$ cat src/rtl/joypad_port.sv
// joypad_port: bus-mapped scanner for two NES-style serial pads (latch/clock/data).
// Define JOYPAD_DEBOUNCE_EN to commit a button change only after two matching scans.
module joypad_port #(
  parameter int unsigned CLK_DIV = 6
) (
  input  logic       clk,
  input  logic       reset,
  input  logic [3:0] addr,
  input  logic       cs,
  input  logic       rw,
  input  logic [7:0] di,
  output logic [7:0] dout,
  input  logic       vsync,
  output logic       pad_latch,
  output logic       pad_clk,
  input  logic [1:0] pad_data
);

  localparam logic [8:0] LastLatch = 9'(2 * CLK_DIV - 1);
  localparam logic [8:0] LastHalf  = 9'(CLK_DIV - 1);

  typedef enum logic [2:0] {StIdle, StLatch, StLow, StHigh, StDone} state_e;

  state_e          state_q;
  logic [8:0]      cnt_q;
  logic [2:0]      idx_q;
  logic [1:0][7:0] shift_q;
  logic [1:0][7:0] btn_q;
  logic [1:0][7:0] edge_q;
  logic [7:0]      frames_q;
  logic            auto_q;
  logic            vsync_q;
`ifdef JOYPAD_DEBOUNCE_EN
  logic [1:0][7:0] prev_raw_q;
`endif

  logic            busy, wr_en, trig_wr, rise, trigger;
  logic [1:0][7:0] pressed, commit_mask, edge_set, edge_clr;

  assign busy    = (state_q != StIdle);
  assign wr_en   = cs & rw;
  assign trig_wr = wr_en & (addr == 4'h4) & di[1];
  assign rise    = vsync & ~vsync_q;
  // Triggers seen while a scan is running are dropped, not queued.
  assign trigger = ~busy & ((auto_q & rise) | trig_wr);

  always_comb begin
    for (int p = 0; p < 2; p++) begin
      pressed[p] = ~shift_q[p];
`ifdef JOYPAD_DEBOUNCE_EN
      commit_mask[p] = ~(pressed[p] ^ prev_raw_q[p]);
`else
      commit_mask[p] = 8'hFF;
`endif
      edge_set[p] = (state_q == StDone) ? (pressed[p] & ~btn_q[p] & commit_mask[p]) : 8'h00;
      edge_clr[p] = (wr_en && addr == {3'b001, p[0]}) ? di : 8'h00;
    end
  end

  always_ff @(posedge clk) begin
    if (reset) begin
      state_q   <= StIdle;
      cnt_q     <= '0;
      idx_q     <= '0;
      shift_q   <= '0;
      btn_q     <= '0;
      edge_q    <= '0;
      frames_q  <= '0;
      auto_q    <= 1'b1;
      vsync_q   <= 1'b0;
      pad_latch <= 1'b0;
      pad_clk   <= 1'b0;
`ifdef JOYPAD_DEBOUNCE_EN
      prev_raw_q <= '0;
`endif
    end else begin
      vsync_q <= vsync;
      if (wr_en && addr == 4'h4) auto_q <= di[0];
      // A flag set by this cycle's commit survives a coincident W1C write.
      for (int p = 0; p < 2; p++) edge_q[p] <= (edge_q[p] & ~edge_clr[p]) | edge_set[p];

      unique case (state_q)
        StIdle: begin
          if (trigger) begin
            state_q   <= StLatch;
            cnt_q     <= '0;
            pad_latch <= 1'b1;
          end
        end
        StLatch: begin
          if (cnt_q == LastLatch) begin
            state_q   <= StLow;
            cnt_q     <= '0;
            idx_q     <= '0;
            pad_latch <= 1'b0;
          end else begin
            cnt_q <= cnt_q + 9'd1;
          end
        end
        StLow: begin
          if (cnt_q == LastHalf) begin
            cnt_q <= '0;
            shift_q[0][idx_q] <= pad_data[0];
            shift_q[1][idx_q] <= pad_data[1];
            if (idx_q == 3'd7) begin
              state_q <= StDone;
            end else begin
              state_q <= StHigh;
              pad_clk <= 1'b1;
            end
          end else begin
            cnt_q <= cnt_q + 9'd1;
          end
        end
        StHigh: begin
          if (cnt_q == LastHalf) begin
            state_q <= StLow;
            cnt_q   <= '0;
            idx_q   <= idx_q + 3'd1;
            pad_clk <= 1'b0;
          end else begin
            cnt_q <= cnt_q + 9'd1;
          end
        end
        StDone: begin
          state_q  <= StIdle;
          frames_q <= frames_q + 8'd1;
          for (int p = 0; p < 2; p++) begin
            btn_q[p] <= (btn_q[p] & ~commit_mask[p]) | (pressed[p] & commit_mask[p]);
          end
`ifdef JOYPAD_DEBOUNCE_EN
          prev_raw_q <= pressed;
`endif
        end
        default: state_q <= StIdle;
      endcase
    end
  end

  always_comb begin
    dout = 8'h00;
    if (cs && !rw) begin
      case (addr)
        4'h0:    dout = btn_q[0];
        4'h1:    dout = btn_q[1];
        4'h2:    dout = edge_q[0];
        4'h3:    dout = edge_q[1];
        4'h4:    dout = {5'b00000, busy, 1'b0, auto_q};
        4'h5:    dout = frames_q;
        default: dout = 8'h00;
      endcase
    end
  end

endmodule

$ cat config.mk
export PLATFORM = sky130hd
export DESIGN_NAME = joypad_port
export DESIGN_NICKNAME = d
export VERILOG_FILES = /design/src/rtl/joypad_port.sv
export SDC_FILE = /design/constraint.sdc
export NUM_CORES = 1
export LEC_CHECK = 0
export CAP_MARGIN = 20
export CORE_MARGIN = 3
export CORE_UTILIZATION = 51
export CTS_CLUSTER_SIZE = 20
export DETAILED_ROUTE_END_ITERATION = 8
export GPL_TIMING_DRIVEN = 0
export PLACE_DENSITY = 0.74
export SETUP_SLACK_MARGIN = 0.4
export SLEW_MARGIN = 30
export SYNTH_ARGS = -nofsm -noshare
export SYNTH_HDL_FRONTEND = slang
export SYNTH_SLANG_ARGS = --single-unit
$ cat constraint.sdc
create_clock -name clk -period 2.8 [get_ports clk]
set_clock_uncertainty 0.1 [all_clocks]
set_input_delay 0.7 -clock clk [delete_from_list [all_inputs] [get_ports clk]]
set_output_delay 0.7 -clock clk [all_outputs]
set_load 0.05 [all_outputs]
# Word level (Yosys, flattened, before mapping)

Index checks and enable logic that the tools add are counted.

Latch bits: 0
ROM bits: 0
Memories: 0
Register bits: 75
Bits in writable memories: 0

Reductions and logical operators: 20
Add/sub/neg operators: 3
Bitwise operators: 21
Order comparisons: 2
Muxes and demuxes: 30
Eq/ne operators: 17
Shifts and indexed selects: 0
Div/mod/pow operators: 0
$mul: 0

Operators by type and width:

| cell                                                 | number |
|---|---|
| inverter 8 bit                                       | 6 |
| one-hot mux 8 bit (6 select lines)                   | 1 |
| 2-to-1 mux 8 bit                                     | 5 |
| bitwise AND 8 bit                                    | 4 |
| 2-to-1 mux 9 bit                                     | 3 |
| one-hot mux 9 bit (3 select lines)                   | 1 |
| 2-to-1 mux 3 bit                                     | 7 |
| bitwise mux 8 bit                                    | 2 |
| OR 8 bit                                             | 2 |
| one-hot mux 3 bit (4 select lines)                   | 1 |
| inequality test 2 bit (second input constant)        | 5 |
| adder 9 x 1 -> 9 bit (second input constant)         | 1 |
| equality test 9 x 3 -> 1 bit (second input constant) | 1 |
| equality test 9 x 4 -> 1 bit (second input constant) | 1 |
| adder 8 x 1 -> 8 bit (second input constant)         | 1 |
| equality test 4 x 2 -> 1 bit (second input constant) | 2 |
| equality test 4 x 3 -> 1 bit (second input constant) | 2 |
| AND reduction 4 bit                                  | 2 |
| bitwise AND 1 bit                                    | 6 |
| equality test 3 x 2 -> 1 bit (second input constant) | 2 |
| equality test 3 bit (second input constant)          | 2 |
| 2-to-1 mux 1 bit                                     | 6 |
| one-hot mux 3 bit (2 select lines)                   | 1 |
| AND reduction 3 bit                                  | 2 |
| 17 further kinds                                     | 27 |

# Logic depth before layout (Yosys ltp)

Word-level depth: 7
Gate-level depth with buffers: 8
Mapped depth without buffers: 7

# Worst setup path before layout

No wires, ideal clock.

Path kind: input port to output port
Start: in addr[1]
End: out dout[1]
Path slack: -0.552 ns
Path buffers: 2
Stages: 5
Arrival time: 2.552 ns
Path through: clkbuf_1 clkbuf_1 nor4_1 a222oi_1 nor2_1

Longest elaborated chain between the ends: 3
Elaborated cells between the ends (all ways): 8

Ends and longest elaborated chain:

| element                                                    | line | text |
|---|---|---|
| from (decl)                                                | 8    | `input logic [3:0] addr,` |
| equality test 4 x 3 -> 1 bit, or another cell as far along | 143  | `case (addr)` |
| one-hot mux 8 bit (6 select lines) *                       | 143  |  |
| 2-to-1 mux 8 bit *                                         | 142  | `if (cs && !rw) begin` |
| to (decl)                                                  | 12   | `output logic [7:0] dout,` |

Every way passes the cells marked *; elsewhere a longest branch is shown, timed or not.

# Final worst setup path

Same ends and word-level chain as after synthesis.

==> metrics.csv <==
stage;metric;value;unit
drt;DR WL/cell;17.6;µm
floorplan;# IOs;29;
sta;Setup-failing EPs final;7;
cts;Max clock buf depth;2;
power;Power Dens Cells;513;nW/µm²
worst_hold_path;hold_sp;shift_q[10]$_SDFFE_PP0P_;
yosys;flops & latches, synth;75;
critical_path;Reg-to-Reg Start;cnt_q[0]$_SDFFE_PP0P_;
cts;CTS Root Buffer Type;clkbuf_8;
place;GPL Wtd Cong;0.873;
place;post-DP HPWL;6840;µm
cells_and_area;Area Growth Syn to Fin;25.6;%
critical_path;critical-path cell list;clkbuf_16 > clkbuf_16 > mux2_4 > a22o_1 > a222oi_1 > nor2_4 > buf_6;
yosys;Distinct cells, synth;52;
worst_hold_path;Worst Hold Depth;1;
drt;1st-pass router iterations;5;
grt;first-pass GRT wire length;16000;µm
drt;WL final;9960;µm
cts;clk_lat worst skew;350;ps
drt;Residual DRC;0;
cells_and_area;commonest non-fill, non-tap cell in the layout;dfxtp_1;
sta;Final Hold Viols;0;
yosys;Post-synth EDFFs;0;
critical_path;Max FO, Critical Path;7;
status;status;complete, but fails checks;
yosys;synthesized instance count;425;
sta;worst hold slack;372;ps
drt;Vias/cell;5.98;
cts;clock slew at reported path FFs;80;ps
yosys;Net Count, Synth;449;
sta;Max Freq;343;MHz
yosys;Synth Flop Type;dfxtp_1;
cells_and_area;most frequent cells in the layout;dfxtp_1 (75), nor2_1 (64), nand2_1 (35);
critical_path;CP startpoint;addr[1];
cells_and_area;Util after Layout;68.4;%
worst_hold_path;worst hold-check path type;register to register;
critical_path;reg2reg end;cnt_q[4]$_SDFFE_PP0P_;
power;Peak VDD IR;0.369;mV
drt;post-route ant nets;0;
critical_path;worst path arrival time;2110;ps
grt;initial antenna violation count;0;
cells_and_area;share of cells above drive strength 1;18.4;%
drt;vias;3387;
yosys;fraction of registers with async set/reset;0;%
sta;final period utilization;104;%
cells_and_area;Final #Nets;493;
place;IO buf count;22;
worst_hold_path;hold endpoint;btn_q[10]$_SDFFE_PP0P_;
floorplan;# rows;29;
power;total chip power;2320;µW
critical_path;Crit Path Category;input port to output port;
place;dpl ws;-1000;ps
critical_path;CP endpoint kind;output port;
grt;number of global-route vias before repair;3097;
floorplan;Die W;90;µm
cts;# clock sinks;75;
yosys;sequential share of the synthesized area;41.7;%
critical_path;R2R depth;6;
critical_path;Worst Path Required;2000;ps
yosys;Yosys warnings;0;
yosys;syn avg cell area;8.47;µm²
yosys;Syn Std Cell Area;3600;µm²
critical_path;Reg2Reg Setup Slack;510;ps
critical_path;Crit path top cell by count;clkbuf_16;
sta;Final min period;2910;ps
critical_path;critical path's slowest cell;a222oi_1;
floorplan;Initial Util;54.5;%
grt;GRT Total Usage;24.5;%
run;Max-Cap Viols;0;
floorplan;Core Box Area;6600;µm²
sta;Slew Limit Headroom;60.6;%
drt;DRT iter0 DRCs;298;
sta;Worst Tran Pin Value;591;ps
critical_path;CP max stage delay;460;ps
power;leakage power;0.00168;µW
grt;Overflow after GRT;0;
critical_path;CP Launch Type;input port;
cts;TritonCTS clock tree;yes;
floorplan;die area;8100;µm²
cts;Hold-fix buffers, CTS;0;
cells_and_area;Antenna Cells;0;
cts;cts bufs inserted;9;
sta;Slew Viols, Final;0;
sta;setup repair after global routing missed its margin;yes;
grt;largest net degree at the start of global routing;14;
floorplan;die boundary height;90;µm
cts;CTS H-Tree Depth;3;
sta;final worst slack;-113;ps
status;failing checks;setup timing;
==> worst max-delay path by stage <==
stage,slack (ps),cells after the start,end
after global placement,-990,7,dout[1]
after global routing,-170,7,dout[5]
final,-110,7,dout[1]
after CTS,-120,7,dout[1]
after floorplan,30,6,dout[1]
after detailed placement,-1000,7,dout[1]
==> stage by stage <==
step           cell area (µm²)  instances  setup TNS (ps)
2_1_floorplan             3750        425               0
3_3_place_gp              4080        540           -6950
3_5_place_dp              4080        540           -7140
4_1_cts                   4460        563            -559
5_1_grt                   4520        566            -929
6_report                  4520        566            -576
==> area by class of cell <==
type                    count  area [µm²]
inverters                   7        26.3
plain buffers              30         190
fillers                   519        2090
well taps                  93         116
multi-input cells         313        2120
flip-flops and latches     75        1500
clock inverters             6        91.3
clock buffers               9         124
repair buffers             33         350
==> metal layers <==
metal | track usage (%) | wire length (µm)
met4 | 5.61 | 151
met2 | 40.0 | 4770
met3 | 6.76 | 792
met1 | 32.4 | 4250
met5 | 0 | 0
==> sequential cells by signal, indices dropped and copies added (netlist names) <==
signal / flops
auto_q: 1
btn_q: 16
vsync_q: 1
state_q: 3
cnt_q: 9
edge_q: 16
shift_q: 16
pad_latch: 1
idx_q: 3
frames_q: 8
pad_clk: 1
==> cell usage after synthesis, drive strengths merged, types with 5 or more instances <==
cell,n,area (µm²)
a21oi,28,140
nor3,18,90.1
or3,5,31.3
mux2,9,101
a22o,6,52.6
buf,6,27.5
nand4,8,50.1
a222oi,6,60.1
dfxtp,75,1500
nor2,73,274
clkbuf,24,90.1
a211oi,17,128
inv,6,22.5
nand2,36,135
mux2i,18,180
o21ai,5,25.0
nor2b,6,37.5
and3,6,37.5
nand3,16,80.1
ha,5,62.6
==> power by group <==
group / leakage (µW) / internal (µW) / switching [µW]
Sequential: 0.000605 / 1080 / 12.4
Clock: 0.0000975 / 498 / 413
Combinational: 0.000975 / 120 / 193
Total: 0.00168 / 1700 / 618
==> cells by family (layout without fill, tap and decap cells) <==
| family | Yosys count | count (layout) | share of synthesized area [%] |
|---|---|---|---|
| flip-flops | 75 | 75 | 41.7 |
| AO/OA/AOI/OAI | 76 | 76 | 14.5 |
| multiplexers | 28 | 28 | 8.45 |
| AND/OR/NAND/NOR | 197 | 197 | 27.9 |
| buffers and inverters | 37 | 85 | 4.00 |
| XOR/XNOR | 7 | 7 | 1.70 |
| adder cells (fa/ha/maj) | 5 | 5 | 1.74 |
==> critical path: cells and delay by family <==
| family | cells | cell delay [ps] |
|---|---|---|
| AOI/OAI and AO/OA | 2 | 630 |
| buffers and inverters | 3 | 440 |
| muxes | 1 | 290 |
| and+or+nand+nor | 1 | 40 |
==> timing repair <==
action / 4_1_cts / 5_1_grt
buffers inserted: 7 / 3
setup endpoints to repair: 19 / 40
pin swaps: 18 / 13
gates cloned: 1 / 0
resized for setup: 81 / 12
No activity file was read; power rests on OpenSTA's default activity.
